## src/rtl/riscv_pkg.sv

```systemverilog
// Shared encodings for the RV32I multi-cycle control path and its datapath muxes.
// Latency: n/a (constants and types only).
// Backpressure: n/a.
package riscv_pkg;

  // Base opcodes inst[6:0]
  localparam logic [6:0] OP_R      = 7'b0110011;
  localparam logic [6:0] OP_IMM    = 7'b0010011;
  localparam logic [6:0] OP_LOAD   = 7'b0000011;
  localparam logic [6:0] OP_STORE  = 7'b0100011;
  localparam logic [6:0] OP_BRANCH = 7'b1100011;
  localparam logic [6:0] OP_JAL    = 7'b1101111;
  localparam logic [6:0] OP_JALR   = 7'b1100111;
  localparam logic [6:0] OP_LUI    = 7'b0110111;
  localparam logic [6:0] OP_AUIPC  = 7'b0010111;
  localparam logic [6:0] OP_FENCE  = 7'b0001111;

  // Controller state, also exported on the debug port
  typedef enum logic [2:0] {
    ST_IDLE   = 3'd0,
    ST_FETCH  = 3'd1,
    ST_DECODE = 3'd2,
    ST_EXEC   = 3'd3,
    ST_MEM    = 3'd4,
    ST_WB     = 3'd5,
    ST_TRAP   = 3'd6
  } state_t;

  // PC next-value select
  localparam logic [1:0] PC_PLUS4 = 2'd0;
  localparam logic [1:0] PC_BTGT  = 2'd1;
  localparam logic [1:0] PC_ALU   = 2'd2;

  // Register write-back select
  localparam logic [1:0] WB_ALU = 2'd0;
  localparam logic [1:0] WB_MEM = 2'd1;
  localparam logic [1:0] WB_PC4 = 2'd2;
  localparam logic [1:0] WB_IMM = 2'd3;

  // ALU operand / operation selects
  localparam logic [1:0] SRCA_RS1  = 2'd0;
  localparam logic [1:0] SRCA_PC   = 2'd1;
  localparam logic [1:0] SRCA_ZERO = 2'd2;
  localparam logic       SRCB_RS2  = 1'b0;
  localparam logic       SRCB_IMM  = 1'b1;
  localparam logic [1:0] ALU_ADD    = 2'd0;
  localparam logic [1:0] ALU_FUNCT  = 2'd1;
  localparam logic [1:0] ALU_BRANCH = 2'd2;

  // One-hot instruction class
  typedef struct packed {
    logic r_type;
    logic i_alu;
    logic load;
    logic store;
    logic branch;
    logic jal;
    logic jalr;
    logic lui;
    logic auipc;
    logic fence;
  } iclass_t;

endpackage

```

## src/rtl/riscv_opcode_decode.sv

```systemverilog
// Maps an RV32I opcode to a one-hot instruction class and a legal flag.
// Latency: purely combinational.
// Backpressure: none.
module riscv_opcode_decode
  import riscv_pkg::*;
(
  input  logic [6:0] opcode,
  output iclass_t    cls,
  output logic       legal
);

  // Opcode lookup; anything unlisted (SYSTEM included) leaves every class bit low
  always_comb begin
    cls = '0;
    case (opcode)
      OP_R:      cls.r_type = 1'b1;
      OP_IMM:    cls.i_alu  = 1'b1;
      OP_LOAD:   cls.load   = 1'b1;
      OP_STORE:  cls.store  = 1'b1;
      OP_BRANCH: cls.branch = 1'b1;
      OP_JAL:    cls.jal    = 1'b1;
      OP_JALR:   cls.jalr   = 1'b1;
      OP_LUI:    cls.lui    = 1'b1;
      OP_AUIPC:  cls.auipc  = 1'b1;
      OP_FENCE:  cls.fence  = 1'b1;
      default:   cls = '0;
    endcase
  end

  assign legal = (cls != '0);

endmodule

```

## src/rtl/riscv_multicycle_ctrl.sv

```systemverilog
// Multi-cycle RV32I control FSM: fetch/decode/exec/mem/wb sequencing with traps.
// Latency: 3-5 cycles per instruction with zero-wait memory, +1 per memReady wait cycle.
// Backpressure: stalls in FETCH/MEM until memReady; traps after MEM_TIMEOUT waiting cycles.
module riscv_multicycle_ctrl
  import riscv_pkg::*;
#(
  parameter int MEM_TIMEOUT = 16,
  parameter int TMO_W       = 8
) (
  input  logic        clk,
  input  logic        rst_n,
  input  logic [31:0] inst,
  input  logic        branchTaken,
  input  logic        memReady,
  output logic        memReq,
  output logic        memWe,
  output logic        memIsInstr,
  output logic        irWrite,
  output logic        pcWrite,
  output logic [1:0]  pcSel,
  output logic        regWrite,
  output logic [1:0]  wbSel,
  output logic [1:0]  aluSrcA,
  output logic        aluSrcB,
  output logic [1:0]  aluOp,
  output logic        instRetired,
  output logic        illegal,
  output logic        busErr,
  output logic [2:0]  state
);

  localparam logic [TMO_W-1:0] TMO_LAST =
    TMO_W'((MEM_TIMEOUT == 0) ? 0 : MEM_TIMEOUT - 1);

  state_t          cur, nxt;
  logic [TMO_W-1:0] tmo;
  logic            illegal_q, bus_err_q;
  logic            set_ill, set_be;
  logic            req_state, tmo_expire;
  iclass_t         cls;
  logic            legal;
  logic            unused_inst_bits;

  assign unused_inst_bits = ^inst[31:7];

  riscv_opcode_decode u_dec (
    .opcode (inst[6:0]),
    .cls    (cls),
    .legal  (legal)
  );

  assign req_state  = (cur == ST_FETCH) || (cur == ST_MEM);
  // The counter holds the number of already-elapsed waiting cycles, so the
  // MEM_TIMEOUT-th waiting cycle is the one where it reads MEM_TIMEOUT-1.
  assign tmo_expire = (MEM_TIMEOUT != 0) && req_state && !memReady && (tmo == TMO_LAST);

  // State, timeout counter and sticky trap flags
  always_ff @(posedge clk) begin
    if (!rst_n) begin
      cur       <= ST_IDLE;
      tmo       <= '0;
      illegal_q <= 1'b0;
      bus_err_q <= 1'b0;
    end else begin
      cur <= nxt;
      // Any completed request or non-request state zeroes the counter, so it
      // is always zero on entry to FETCH or MEM; saturate when timeout is off.
      if (req_state && !memReady) begin
        if (tmo != '1) tmo <= tmo + 1'b1;
      end else begin
        tmo <= '0;
      end
      illegal_q <= illegal_q | set_ill;
      bus_err_q <= bus_err_q | set_be;
    end
  end

  // Next-state selection and trap cause detection
  always_comb begin
    nxt     = cur;
    set_ill = 1'b0;
    set_be  = 1'b0;
    case (cur)
      ST_IDLE:   nxt = ST_FETCH;
      ST_FETCH: begin
        if (memReady) nxt = ST_DECODE;
        else if (tmo_expire) begin
          nxt    = ST_TRAP;
          set_be = 1'b1;
        end
      end
      ST_DECODE: begin
        if (legal) nxt = ST_EXEC;
        else begin
          nxt     = ST_TRAP;
          set_ill = 1'b1;
        end
      end
      ST_EXEC: begin
        if (cls.load || cls.store) nxt = ST_MEM;
        else if (cls.branch || cls.jal || cls.jalr || cls.fence) nxt = ST_FETCH;
        else if (legal) nxt = ST_WB;
        else begin
          // IR cannot change after DECODE; kept as a safe fallback
          nxt     = ST_TRAP;
          set_ill = 1'b1;
        end
      end
      ST_MEM: begin
        if (memReady) nxt = cls.load ? ST_WB : ST_FETCH;
        else if (tmo_expire) begin
          nxt    = ST_TRAP;
          set_be = 1'b1;
        end
      end
      ST_WB:     nxt = ST_FETCH;
      ST_TRAP:   nxt = ST_TRAP;
      default:   nxt = ST_IDLE;
    endcase
  end

  // Datapath strobes and selects decoded from state, class and handshakes
  always_comb begin
    memReq      = 1'b0;
    memWe       = 1'b0;
    memIsInstr  = 1'b0;
    irWrite     = 1'b0;
    pcWrite     = 1'b0;
    pcSel       = PC_PLUS4;
    regWrite    = 1'b0;
    wbSel       = WB_ALU;
    aluSrcA     = SRCA_RS1;
    aluSrcB     = SRCB_RS2;
    aluOp       = ALU_ADD;
    instRetired = 1'b0;

    // The ALU is unregistered, so its selects stay put from EXEC through
    // MEM (address) and WB (result written back).
    if (cur == ST_EXEC || cur == ST_MEM || cur == ST_WB) begin
      if (cls.r_type) aluOp = ALU_FUNCT;
      if (cls.i_alu) begin
        aluSrcB = SRCB_IMM;
        aluOp   = ALU_FUNCT;
      end
      if (cls.auipc) begin
        aluSrcA = SRCA_PC;
        aluSrcB = SRCB_IMM;
      end
      if (cls.load || cls.store || cls.jalr) aluSrcB = SRCB_IMM;
      if (cls.branch) aluOp = ALU_BRANCH;
    end

    case (cur)
      ST_FETCH: begin
        memReq     = 1'b1;
        memIsInstr = 1'b1;
        irWrite    = memReady;
      end
      ST_EXEC: begin
        if (cls.branch) begin
          pcWrite     = 1'b1;
          pcSel       = branchTaken ? PC_BTGT : PC_PLUS4;
          instRetired = 1'b1;
        end
        if (cls.jal || cls.jalr) begin
          regWrite    = 1'b1;
          wbSel       = WB_PC4;
          pcWrite     = 1'b1;
          pcSel       = cls.jal ? PC_BTGT : PC_ALU;
          instRetired = 1'b1;
        end
        if (cls.fence) begin
          pcWrite     = 1'b1;
          instRetired = 1'b1;
        end
      end
      ST_MEM: begin
        memReq = 1'b1;
        memWe  = cls.store;
        if (memReady && cls.store) begin
          pcWrite     = 1'b1;
          instRetired = 1'b1;
        end
      end
      ST_WB: begin
        regWrite    = 1'b1;
        wbSel       = cls.load ? WB_MEM : (cls.lui ? WB_IMM : WB_ALU);
        pcWrite     = 1'b1;
        instRetired = 1'b1;
      end
      default: ;
    endcase
  end

  assign illegal = illegal_q;
  assign busErr  = bus_err_q;
  assign state   = cur;

endmodule

```

## config.mk

```make
export PLATFORM = sky130hd
export DESIGN_NAME = riscv_multicycle_ctrl
export DESIGN_NICKNAME = d
export VERILOG_FILES = /design/src/rtl/riscv_pkg.sv /design/src/rtl/riscv_opcode_decode.sv /design/src/rtl/riscv_multicycle_ctrl.sv
export SDC_FILE = /design/constraint.sdc
export NUM_CORES = 1
export LEC_CHECK = 0
export CELL_PAD_IN_SITES_DETAIL_PLACEMENT = 2
export CELL_PAD_IN_SITES_GLOBAL_PLACEMENT = 2
export CORE_MARGIN = 10
export CORE_UTILIZATION = 22
export CTS_CLUSTER_DIAMETER = 50
export DETAILED_ROUTE_END_ITERATION = 16
export PLACE_DENSITY_LB_ADDON = 0.1
export REMOVE_ABC_BUFFERS = 1
export SLEW_MARGIN = 20
export SYNTH_ARGS = -nofsm -noshare
export SYNTH_HDL_FRONTEND = slang
export SYNTH_SLANG_ARGS = --single-unit
```

## constraint.sdc

```tcl
create_clock -name clk -period 4 [get_ports clk]
set_clock_uncertainty 0.15 [all_clocks]
set_input_delay 0.4 -clock clk [delete_from_list [all_inputs] [get_ports clk]]
set_output_delay 0.4 -clock clk [all_outputs]
set_load 0.01 [all_outputs]
```

# [Yosys cells after proc, flatten, opt, wreduce, memory -nomap -nowiden]
# Index checks and enable logic that the tools add are counted.
[totals] reg_bits=13 output_inout_bits=21
[op_classes] n_addsub=1 n_eq_ne=18 mux=56 bitwise=2 n_reduce_logical=18
[op_table] cell="1-bit 2-to-1 mux" n=34
[op_table] cell="7-bit by 6-bit equality test with 1-bit output (second input constant)" n=3
[op_table] cell="7-bit equality test (second input constant)" n=3
[op_table] cell="3-bit 2-to-1 mux" n=7
[op_table] cell="2-bit 2-to-1 mux" n=10
[op_table] cell="3-bit one-hot mux with 6 select lines" n=1
[op_table] cell="7-bit by 5-bit equality test with 1-bit output (second input constant)" n=2
[op_table] cell="10-bit nonzero test" n=1
[op_table] cell="3-bit equality test (second input constant)" n=3
[op_table] cell="1-bit logical OR" n=9
[op_table] cell="8-bit by 1-bit adder with 8-bit output (second input constant)" n=1
[op_table] cell="8-bit by 4-bit equality test with 1-bit output (second input constant)" n=1
[op_table] cell="8-bit != test (second input constant)" n=1
[op_table] cell="7-bit by 2-bit equality test with 1-bit output (second input constant)" n=1
[op_table] cell="7-bit by 4-bit equality test with 1-bit output (second input constant)" n=1
[op_table] cell="3-bit by 2-bit equality test with 1-bit output (second input constant)" n=2
[op_table] cell="1-bit one-hot mux with 2 select lines" n=2
[op_table] cell="2-bit one-hot mux with 2 select lines" n=1
[op_table] cell="2-bit OR reduction" n=2
[op_table] cell="3-bit by 1-bit equality test with 1-bit output (second input constant)" n=1
[op_table] cell="1-bit logical AND" n=3
[op_table] cell="3-bit zero test" n=1
[op_table] cell="1-bit one-hot mux with 3 select lines" n=1
[op_table] cell="1-bit OR" n=2
[op_table] cell="2 further kinds" n=2

# [Longest topological paths before layout]
# Gate-level depths: netlist of run 1.
[depth] word_depth=9 mapped_depth=6

# [Hierarchy]
# From an unflattened synthesis of run 1, not the netlist that was laid out.
[hier_totals] cells_unflattened=144 hier_area_um2=1024.7
[by_module_without_submodules] module="riscv_multicycle_ctrl" instances=1 cells_per_inst=120 area_each_um2=878.3 seq_area_each_um2=260.2
[by_module_without_submodules] module="riscv_opcode_decode" instances=1 cells_per_inst=24 area_each_um2=146.4 seq_area_each_um2=0.0

# [Worst setup path before layout of run 1]
# No wires, ideal clock.
[synth_timing] path_type="input to output" startpoint="in inst[3]" endpoint="out pcWrite" arrival_time_ps=1821 t_required_ps=3450 setup_slack_ps=1629 cell_stages=6 n_path_buf=2 path_cell_list="buf_6 -> or2_4 -> nor4_1 -> nand2_1 -> o311ai_0 -> buf_4"
[synth_via] elab_chain_cells=6 elab_cells_between_ends=17 classes_between="eq/ne: 5; mux: 10; reduce/logical: 2"
[synth_lines] element="start, declared" line="riscv_multicycle_ctrl.sv:12" text="input logic [31:0] inst,"
[synth_lines] element="7-bit equality test" line="riscv_opcode_decode.sv:15" text="case (opcode)"
[synth_lines] element="1-bit 2-to-1 mux" line="riscv_opcode_decode.sv:15"
[synth_lines] element="1-bit 2-to-1 mux / 1-bit logical OR (equally long branches)"
[synth_lines] element="1-bit 2-to-1 mux (2 in series)"
[synth_lines] element="1-bit one-hot mux with 3 select lines (*)"
[synth_lines] element="end, declared" line="riscv_multicycle_ctrl.sv:19" text="output logic pcWrite,"
# Every way passes the cells marked *; elsewhere a longest branch is shown, timed or not.

# [Worst setup path after layout of run 1]
[layout_timing] startpoint="in inst[6]" endpoint="out pcWrite"
[layout_via] elab_chain_cells=6 elab_cells_between_ends=17 classes_between="eq/ne: 5; mux: 10; reduce/logical: 2"
[layout_lines] element="7-bit equality test" line="riscv_opcode_decode.sv:15"
[layout_lines] element="1-bit 2-to-1 mux" line="riscv_opcode_decode.sv:15"
[layout_lines] element="1-bit 2-to-1 mux / 1-bit logical OR (equally long branches)" line="riscv_multicycle_ctrl.sv:160, riscv_multicycle_ctrl.sv:165"
[layout_lines] element="1-bit 2-to-1 mux" line="riscv_multicycle_ctrl.sv:165" text="if (cls.jal || cls.jalr) begin"
[layout_lines] element="1-bit 2-to-1 mux" line="riscv_multicycle_ctrl.sv:172" text="if (cls.fence) begin"
[layout_lines] element="1-bit one-hot mux with 3 select lines (*)" line="riscv_multicycle_ctrl.sv:153" text="case (cur)"
# Marked as above.

==> results of run 1 <==
-- metal layers --
metal	vias up	GRT usage
met5	-	0
met4	0	0.0347
met3	4	0.0328
met2	27	0.166
met1	534	0.134
li1	553	-
-- final cells by class --
class | instances | area, um^2 | share of cell area
multi-input cells | 108 | 706 | 0.501
repair buffers | 31 | 308 | 0.218
flip-flops and latches | 13 | 260 | 0.185
well taps | 54 | 67.6 | 0.0480
clock buffers | 4 | 45.0 | 0.0320
inverters | 6 | 22.5 | 0.0160
-- worst max-delay path by stage --
| stage | start | to | slack [ps] | cells after the start |
|---|---|---|---|---|
| 6_report | inst[6] | pcWrite | 820 | 6 |
| 4_1_cts | inst[6] | pcWrite | 740 | 6 |
| 2_1_floorplan | inst[5] | instRetired | 1870 | 3 |
| 5_1_grt | inst[6] | pcWrite | 650 | 6 |
| 3_3_place_gp | inst[6] | pcWrite | 790 | 6 |
| 3_5_place_dp | inst[6] | pcWrite | 770 | 6 |
-- cells in the mapped netlist, drive strengths merged, types with 4 or more instances --
cell / n
nand2: 14
o211ai: 4
o21ai: 4
a21oi: 6
buf: 6
nor2: 12
clkbuf: 4
nor3: 5
dfxtp: 13
xor2: 4
nand3: 4
o21a: 4
nor4: 4
inv: 6
nand2b: 4
-- power by group --
part / internal, uW / total (uW) / switching, uW
clock: 70.7 / 127 / 56.2
sequential: 136 / 152 / 15.4
combinational: 60.8 / 118 / 57.1
total: 268 / 396 / 129
-- cells in the final DEF (no fill, tap or decap), types with 2 or more instances in the layout --
cell / Yosys / layout
a211oi_1: 3 / 3
a21oi_1: 5 / 5
and2_1: 2 / 2
and3_1: 3 / 3
clkbuf_8: 1 / 3
clkdlybuf4s50_1: 0 / 30
dfxtp_1: 13 / 13
inv_1: 6 / 6
nand2_1: 14 / 14
nand2b_1: 2 / 2
nand2b_4: 2 / 2
nand3_1: 4 / 4
nand3b_1: 3 / 3
nand4_1: 2 / 2
nor2_1: 12 / 12
nor2b_1: 3 / 3
nor3_1: 5 / 5
nor4_1: 3 / 3
nor4b_1: 2 / 2
o211ai_1: 4 / 4
o21a_1: 3 / 3
o21ai_0: 4 / 4
o22ai_1: 2 / 2
o311ai_0: 2 / 2
xor2_1: 4 / 4
-- logic make-up after synthesis --
| kind of cell | Yosys count |
|---|---|
| AOI/OAI and AO/OA | 35 |
| adders and majority gates | 1 |
| buffers and inverters | 16 |
| DFF | 13 |
| muxes | 1 |
| and+or+nand+nor | 66 |
| xor gates and xnor gates | 4 |
| other | 1 |
-- state kept, by name, summed over array words and instances (netlist names) --
signal / cells
tmo: 8
state: 3
busErr: 1
illegal: 1
-- worst max-delay path: cells and delay by family --
kind                   cells  cell delay (ps)
buffers and inverters      2             1240
AND/OR/NAND/NOR            3              830
AO/OA/AOI/OAI              1              150
-- through the flow --
stage | std cells | setup slack [ps] | cell area, um^2
2_1_floorplan | 127 | 1870 | 988
3_3_place_gp | 212 | 793 | 1360
3_5_place_dp | 212 | 765 | 1360
4_1_cts | 216 | 743 | 1410
5_1_grt | 216 | 649 | 1410
6_report | 216 | 819 | 1410
==> metrics, run 1 <==
worst setup path category=in2out; CTS tree=done; DR top layer=met4; share of the synthesized area in the top cell type=0.245; final worst-path cycle share=0.795; Main synth FF type=dfxtp_1; compound-cell area share of the yosys netlist=0.241; CTS sink cnt=13; die width=roughly 90 um; critical path peak fanout=10; clk_lat worst skew=250 ps; Cell Pwr Density=about 280 nW/um^2; area grow syn2layout=32.5%; r2r startpoint=state[2]; Hold Vio Cnt, Final=0; PortBufs=30; Vias/cell=5.18; FF-to-FF path depth=4; vias in the first global route=about 1200; hold_sp=illegal; router iterations before antenna repair=4; die area=between 8000 and 9000 um^2; Most common cell on crit path=clkdlybuf4s50_1; Initial Utilization=0.227; Routed met2 length=1800 um; multiplexer share of the synthesized area=0.00941; cts repair resizes=0; Cell Area, Synth=around 1100 um^2; WHS=around 320 ps; Max Freq=314 MHz; FFs w/ async S/R, synth=0; CP required=approximately 3500 ps; Pleak=between 0.0004 and 0.0005 uW; worst min-delay path category=reg2reg; XOR/XNOR Fraction of Synth Area=0.0329; Final GP Congestion=a little under 0.8; Post-CTS Setup Bufs=0; Worst R2R End=tmo[2]; largest cells by area after synthesis=dfxtp_1 (24%), nand2_1 (4.9%), nor2_1 (4.2%); Setup violations, final=0; setup_tns=0 ps; Syn Inst Count=137; synth unique cells=52; Total Wirelength=approximately 3900 um; final net count=200; RSZ-0062 raised after global routing=false; CTS Root Cell=clkbuf_8; fillcell total=between 500 and 600; maximum buffer depth of the clock tree=2; I/O pins=between 50 and 60; fin util=0.300; post-synthesis sequential area ratio=0.245; initial antenna violation count=0; antenna-violating nets left=0; initial drt markers=48; Reg2Reg Setup Slack=approximately 2100 ps; worst slew pin tran=between 500 and 600 ps; largest net degree at the start of global routing=16; Met3 Wirelength=roughly 260 um; Worst IR Drop VDD=0.0000961 V; hold path endpoint=illegal; WP data arrival=2630 ps; Avg Cell Area, Syn=~7.8 um^2; Post-synth EDFFs=0; die height=about 90 um; Slew Viols, Final=0; element type at the critical path start=primary input; core area=between 4000 and 5000 um^2; Pwr Total=a little under 400 uW; number of cell rows=25; Slowest-stage cell, CP=clkdlybuf4s50_1; WHS Path Cells=1; via count=around 1100; CP peak stage delay=about 640 ps; clk slew on worst S/H paths=about 60 ps; outcome=finished, final reports clean; CTS H-tree depth=1; Crit. End Element=output pin; share of cells above drive strength 1=0.0802; Routed WL per cell=18.2 um; Tot GR Track Use=0.106; grt ovf=0; first-pass GRT wire length=between 6000 and 7000 um; largest family of logic cells by synthesized area=simple AND/OR/NAND/NOR gates; Antenna diodes=0; slew margin rel.=0.627; final routed DRC violation total=0; YS warnings=0; dominant cell type by area after synthesis=dfxtp_1; Max-Cap Viols=0; Adder-Cell Fraction of Synth Area=0.0118; Synth Register Bits=13; critical-path cell list=clkdlybuf4s50_1 -> or2_4 -> nor4_1 -> nand2_1 -> o311ai_0 -> clkdlybuf4s50_1; metal1 wirelength=between 1500 and 2000 um; simple-gate share of the synthesized area=0.365; HPWL after detailed placement=between 3000 and 4000 um; CTS buffer count=3; hold buffers post-CTS=0; crit path time final=about 3200 ps
Power figures use the tool's default switching activity.
==> run 2: changes to the inputs <==
Settings changed: CORE_UTILIZATION 22 to 20.
Clock period 4 ns to 2.95 ns, I/O delays scaled along.
==> metrics, run 2 (synthesis results as in run 1) <==
core area=5140 um^2; PortBufs=30; setup_tns=0 ps; element type at the critical path start=primary input; die area=roughly 8600 um^2; fin util=0.290; clk slew on worst S/H paths=approximately 60 ps; via count=roughly 1100; Vias/cell=4.77; Reg2Reg Setup Slack=1020 ps; Final GP Congestion=around 0.8; share of cells above drive strength 1=0.130; critical-path cell list=clkdlybuf4s50_1 -> or2_4 -> nor4_2 -> nand2_1 -> o311ai_1 -> clkdlybuf4s50_1; Worst IR Drop VDD=around 0.00024 V; most frequent cells in the layout=clkdlybuf4s50_1 (30), nand2_1 (14), dfxtp_1 (13); vias in the first global route=approximately 1300; clk_lat worst skew=250 ps; initial antenna violation count=0; register name with the most flops=tmo; Tot GR Track Use=0.0931; CTS buffer count=3; r2r startpoint=state[2]; Slew Viols, Final=0; largest net degree at the start of global routing=12; number of cell rows=26; CP peak stage delay=approximately 620 ps; CTS Root Cell=clkbuf_8; CTS H-tree depth=1; hold path endpoint=tmo[1]; Antenna diodes=0; RSZ-0062 raised after global routing=false; die width=approximately 93 um; Routed WL per cell=16.3 um; FF-to-FF path depth=5; router iterations before antenna repair=4; CTS tree=done; crit path time final=2740 ps; HPWL after detailed placement=3170 um; maximum buffer depth of the clock tree=2; Max Freq=365 MHz; antenna-violating nets left=0; worst min-delay path category=reg2reg; first-pass GRT wire length=roughly 6700 um; worst slew pin tran=541 ps; Max-Cap Viols=0; commonest non-fill, non-tap cell in the layout=clkdlybuf4s50_1; I/O pins=57; hold_sp=tmo[1]; Total Wirelength=~4000 um; worst setup path category=in2out; Pleak=between 0.0004 and 0.0005 uW; final routed DRC violation total=0; Hold Vio Cnt, Final=0; Most common cell on crit path=clkdlybuf4s50_1; die height=92.9 um; Worst R2R End=tmo[6]; Initial Utilization=0.207; CTS sink cnt=13; Setup violations, final=0; CP required=around 2500 ps; WP data arrival=roughly 2300 ps; area grow syn2layout=40.0%; grt ovf=0; initial drt markers=34; final worst-path cycle share=0.929; WHS Path Cells=2; max FFs per register=8; slew margin rel.=0.636; Slowest-stage cell, CP=clkdlybuf4s50_1; critical path peak fanout=7; final net count=207; Cell Pwr Density=approximately 360 nW/um^2; Crit. End Element=output pin; outcome=finished, final reports clean
## run 2: cell types whose count changed in the layout (fill, tap and decap cells not counted)
cell      before  now
clkbuf_1       1    0
buf_4          1    8
clkinv_2       0    1
o311ai_0       2    1
nor4_1         3    2
nor4_2         1    2
o311ai_1       0    1
## run 2: critical path, delay by kind of cell
kind | cells | cell delay (ps)
AO/OA/AOI/OAI | 1 | 120
AND/OR/NAND/NOR | 3 | 720
buffers and inverters | 2 | 1160
## run 2: how the worst max path moves through the flow
stage	startpoint	end	slack, ps	depth (start not counted)
after floorplan	state[0]	instRetired	940	2
after global placement	inst[6]	pcWrite	150	6
after detailed placement	inst[6]	pcWrite	60	6
after CTS	inst[6]	pcWrite	50	6
after global routing	inst[6]	pcWrite	30	6
final	inst[6]	pcWrite	210	6
## run 2: stage by stage
step	instance area (um^2)	total power (uW)	hold WS [ps]	cells	setup WS, ps
after floorplan	988	283	262	127	944
after global placement	1440	378	307	235	152
after detailed placement	1440	383	317	235	57.7
after CTS	1480	555	327	239	45.4
after global routing	1490	583	356	239	34.7
final	1490	539	324	239	209
## run 2: final cells by class
cell class | count | area, um^2
fill | 621 | 3650
multi-input combinational | 108 | 712
timing repair buffer | 38 | 360
sequential | 13 | 260
tap | 70 | 87.6
clock buffer | 3 | 41.3
inverter | 6 | 22.5
clock inverter | 1 | 5.00
## run 2: report_power, final
part | switching (uW) | internal, uW | leakage (uW)
logic | 88.2 | 91.5 | 0.000355
registers | 11.1 | 185 | 0.000105
clock network | 69.8 | 93.4 | 0.0000255
total | 169 | 370 | 0.000486
## run 2: per-layer routing
layer	GRT usage	up-vias	wire length [um]
met5	0	-	0
met4	0.00771	0	7
met3	0.0291	2	198
met2	0.177	22	2080
met1	0.101	549	1600
li1	-	566	-
## run 2: timing repair
item,CTS,global route
setup buffers,0,0
resized for setup,0,2
hold buffers,0,0
setup endpoints to repair,0,2
==> run 3: changes to the inputs <==
Settings changed: ABC_AREA set to 1, CORE_ASPECT_RATIO set to 0.7, CORE_UTILIZATION 20 to 18.
==> metrics, run 3 <==
critical-path cell list=clkdlybuf4s50_1 -> nor2_1 -> nand3_1 -> nor4_1 -> nand2_1 -> o211ai_1 -> clkdlybuf4s50_1; WHS=around 310 ps; CTS Root Cell=clkbuf_8; commonest non-fill, non-tap cell in the layout=nand2_1; Pleak=between 0.0007 and 0.0008 uW; die area=approximately 9500 um^2; Hold Vio Cnt, Final=0; CTS sink cnt=13; Vias/cell=between 4 and 5; Final Non-Filler Cells=291; CTS buffer count=3; cts repair resizes=0; hold buffers post-CTS=0; FFs w/ async S/R, synth=0; dominant cell type by area after synthesis=dfxtp_1; Slew Viols, Final=0; most frequent cells in the layout=nand2_1 (45), nor2_1 (33), inv_1 (30), clkdlybuf4s50_1 (30), nand3_1 (15); post-synthesis sequential area ratio=0.244; maximum buffer depth of the clock tree=2; PortBufs=30; via count=around 1200; worst min-delay path category=reg2reg; Crit. End Element=output pin; Cell Pwr Density=around 570 nW/um^2; die height=between 80 and 90 um; Slowest-stage cell, CP=clkdlybuf4s50_1; setup_tns=0 ps; router iterations before antenna repair=4; synth unique cells=27; Post-CTS Setup Bufs=0; Tot GR Track Use=0.0893; final worst-path cycle share=0.918; initial drt markers=25; YS warnings=0; die width=between 100 and 150 um; CP peak stage delay=~590 ps; final net count=~250; largest cells by area after synthesis=dfxtp_1 (24%), nand2_1 (16%), nor2_1 (12%); first-pass GRT wire length=roughly 7000 um; CP required=roughly 2500 ps; Placed Cells=about 290; crit path time final=between 2000 and 3000 ps; grt ovf=0; Post-synth EDFFs=0; Cell Area, Synth=1070 um^2; Initial Utilization=0.187; Max Freq=around 370 MHz; register name with the most flops=tmo; antenna-violating nets left=0; WP data arrival=around 2300 ps; CTS H-tree depth=1; critical path peak fanout=5; outcome=finished, final reports clean; Worst IR Drop VDD=around 0.00018 V; Total Wirelength=about 4200 um; leading post-synthesis cells by instance count=nand2_1 (45), nor2_1 (33), inv_1 (30), nand3_1 (15), dfxtp_1 (13); Final GP Congestion=0.778; Synth Register Bits=13; share of the synthesized area in the top cell type=0.244; register area=around 260 um^2; Main synth FF type=dfxtp_1; RSZ-0062 raised after global routing=false; largest net degree at the start of global routing=10; area grow syn2layout=38.8%; Antenna diodes=0; I/O pins=between 50 and 60; number of cell rows=23; HPWL after detailed placement=between 3000 and 4000 um; clk slew on worst S/H paths=~60 ps; Syn Inst Count=between 150 and 200; vias in the first global route=1324; initial antenna violation count=0; final routed DRC violation total=0; Avg Cell Area, Syn=a little under 6 um^2; clk_lat worst skew=~250 ps; worst setup path category=in2out; CTS tree=done; Routed WL per cell=14.5 um; Max-Cap Viols=0; fillcell total=700; area of the multi-input gates=651 um^2; element type at the critical path start=primary input; most common cell in the netlist=nand2_1; max FFs per register=8; share of cells above drive strength 1=0.102; Most common cell on crit path=clkdlybuf4s50_1; Setup violations, final=0; core area=between 5000 and 6000 um^2
[run 3: layout make-up]
type / instances / share of cell area
Clock buffer: 3 / 0.0278
Clock inverter: 1 / 0.00338
Inverter: 35 / 0.0886
Multi-Input combinational cell: 134 / 0.439
Sequential cell: 13 / 0.176
Tap cell: 75 / 0.0633
Timing Repair Buffer: 30 / 0.203
[run 3: through the flow]
stage                     worst slack, ps   util  total power, uW  cell area (um^2)
after floorplan                      1040      -              484              1040
after global placement                250  0.251              685              1440
after detailed placement              174  0.251              695              1440
after CTS                             180  0.259              865              1480
after global routing                 66.7  0.259              923              1480
final                                 243  0.259              851              1480
[run 3: where the power goes]
part	total (uW)	switching (uW)	internal, uW
Clock	164	70.8	93.4
Combinational	436	253	184
Sequential	250	47.1	203
Total	851	371	480
[run 3: critical path: cells and delay by family]
family,cells,cell delay (ps)
buffers and inverters,2,1090
AND/OR/NAND/NOR,4,740
AO/OA/AOI/OAI,1,140
[run 3: path summary, 6_finish.rpt]
kind	startpoint	endpoint	slack, ps	cells after the start
setup / recovery	inst[2]	instRetired	240	7
hold / removal	busErr	busErr	310	2
setup reg to reg	tmo[0]	state[0]	950	8
hold reg to reg	busErr	busErr	310	2
[run 3: kinds of logic after synthesis]
group / synth area share
xor gates and xnor gates: 0.0328
DFF: 0.244
adders and majority gates: 0.0117
buffers and inverters: 0.148
and+or+nand+nor: 0.470
AOI/OAI and AO/OA: 0.0913
other: 0.00351
[run 3: layer usage]
| metal | vias up | wire, um | part of all wire | track usage |
|---|---|---|---|---|
| met5 | - | 0 | 0 | 0 |
| met4 | 0 | 21 | 0.0050 | 0.0103 |
| met3 | 2 | 232 | 0.055 | 0.0299 |
| met2 | 21 | 1720 | 0.41 | 0.131 |
| met1 | 566 | 2260 | 0.53 | 0.126 |
| li1 | 626 | - | - | - |
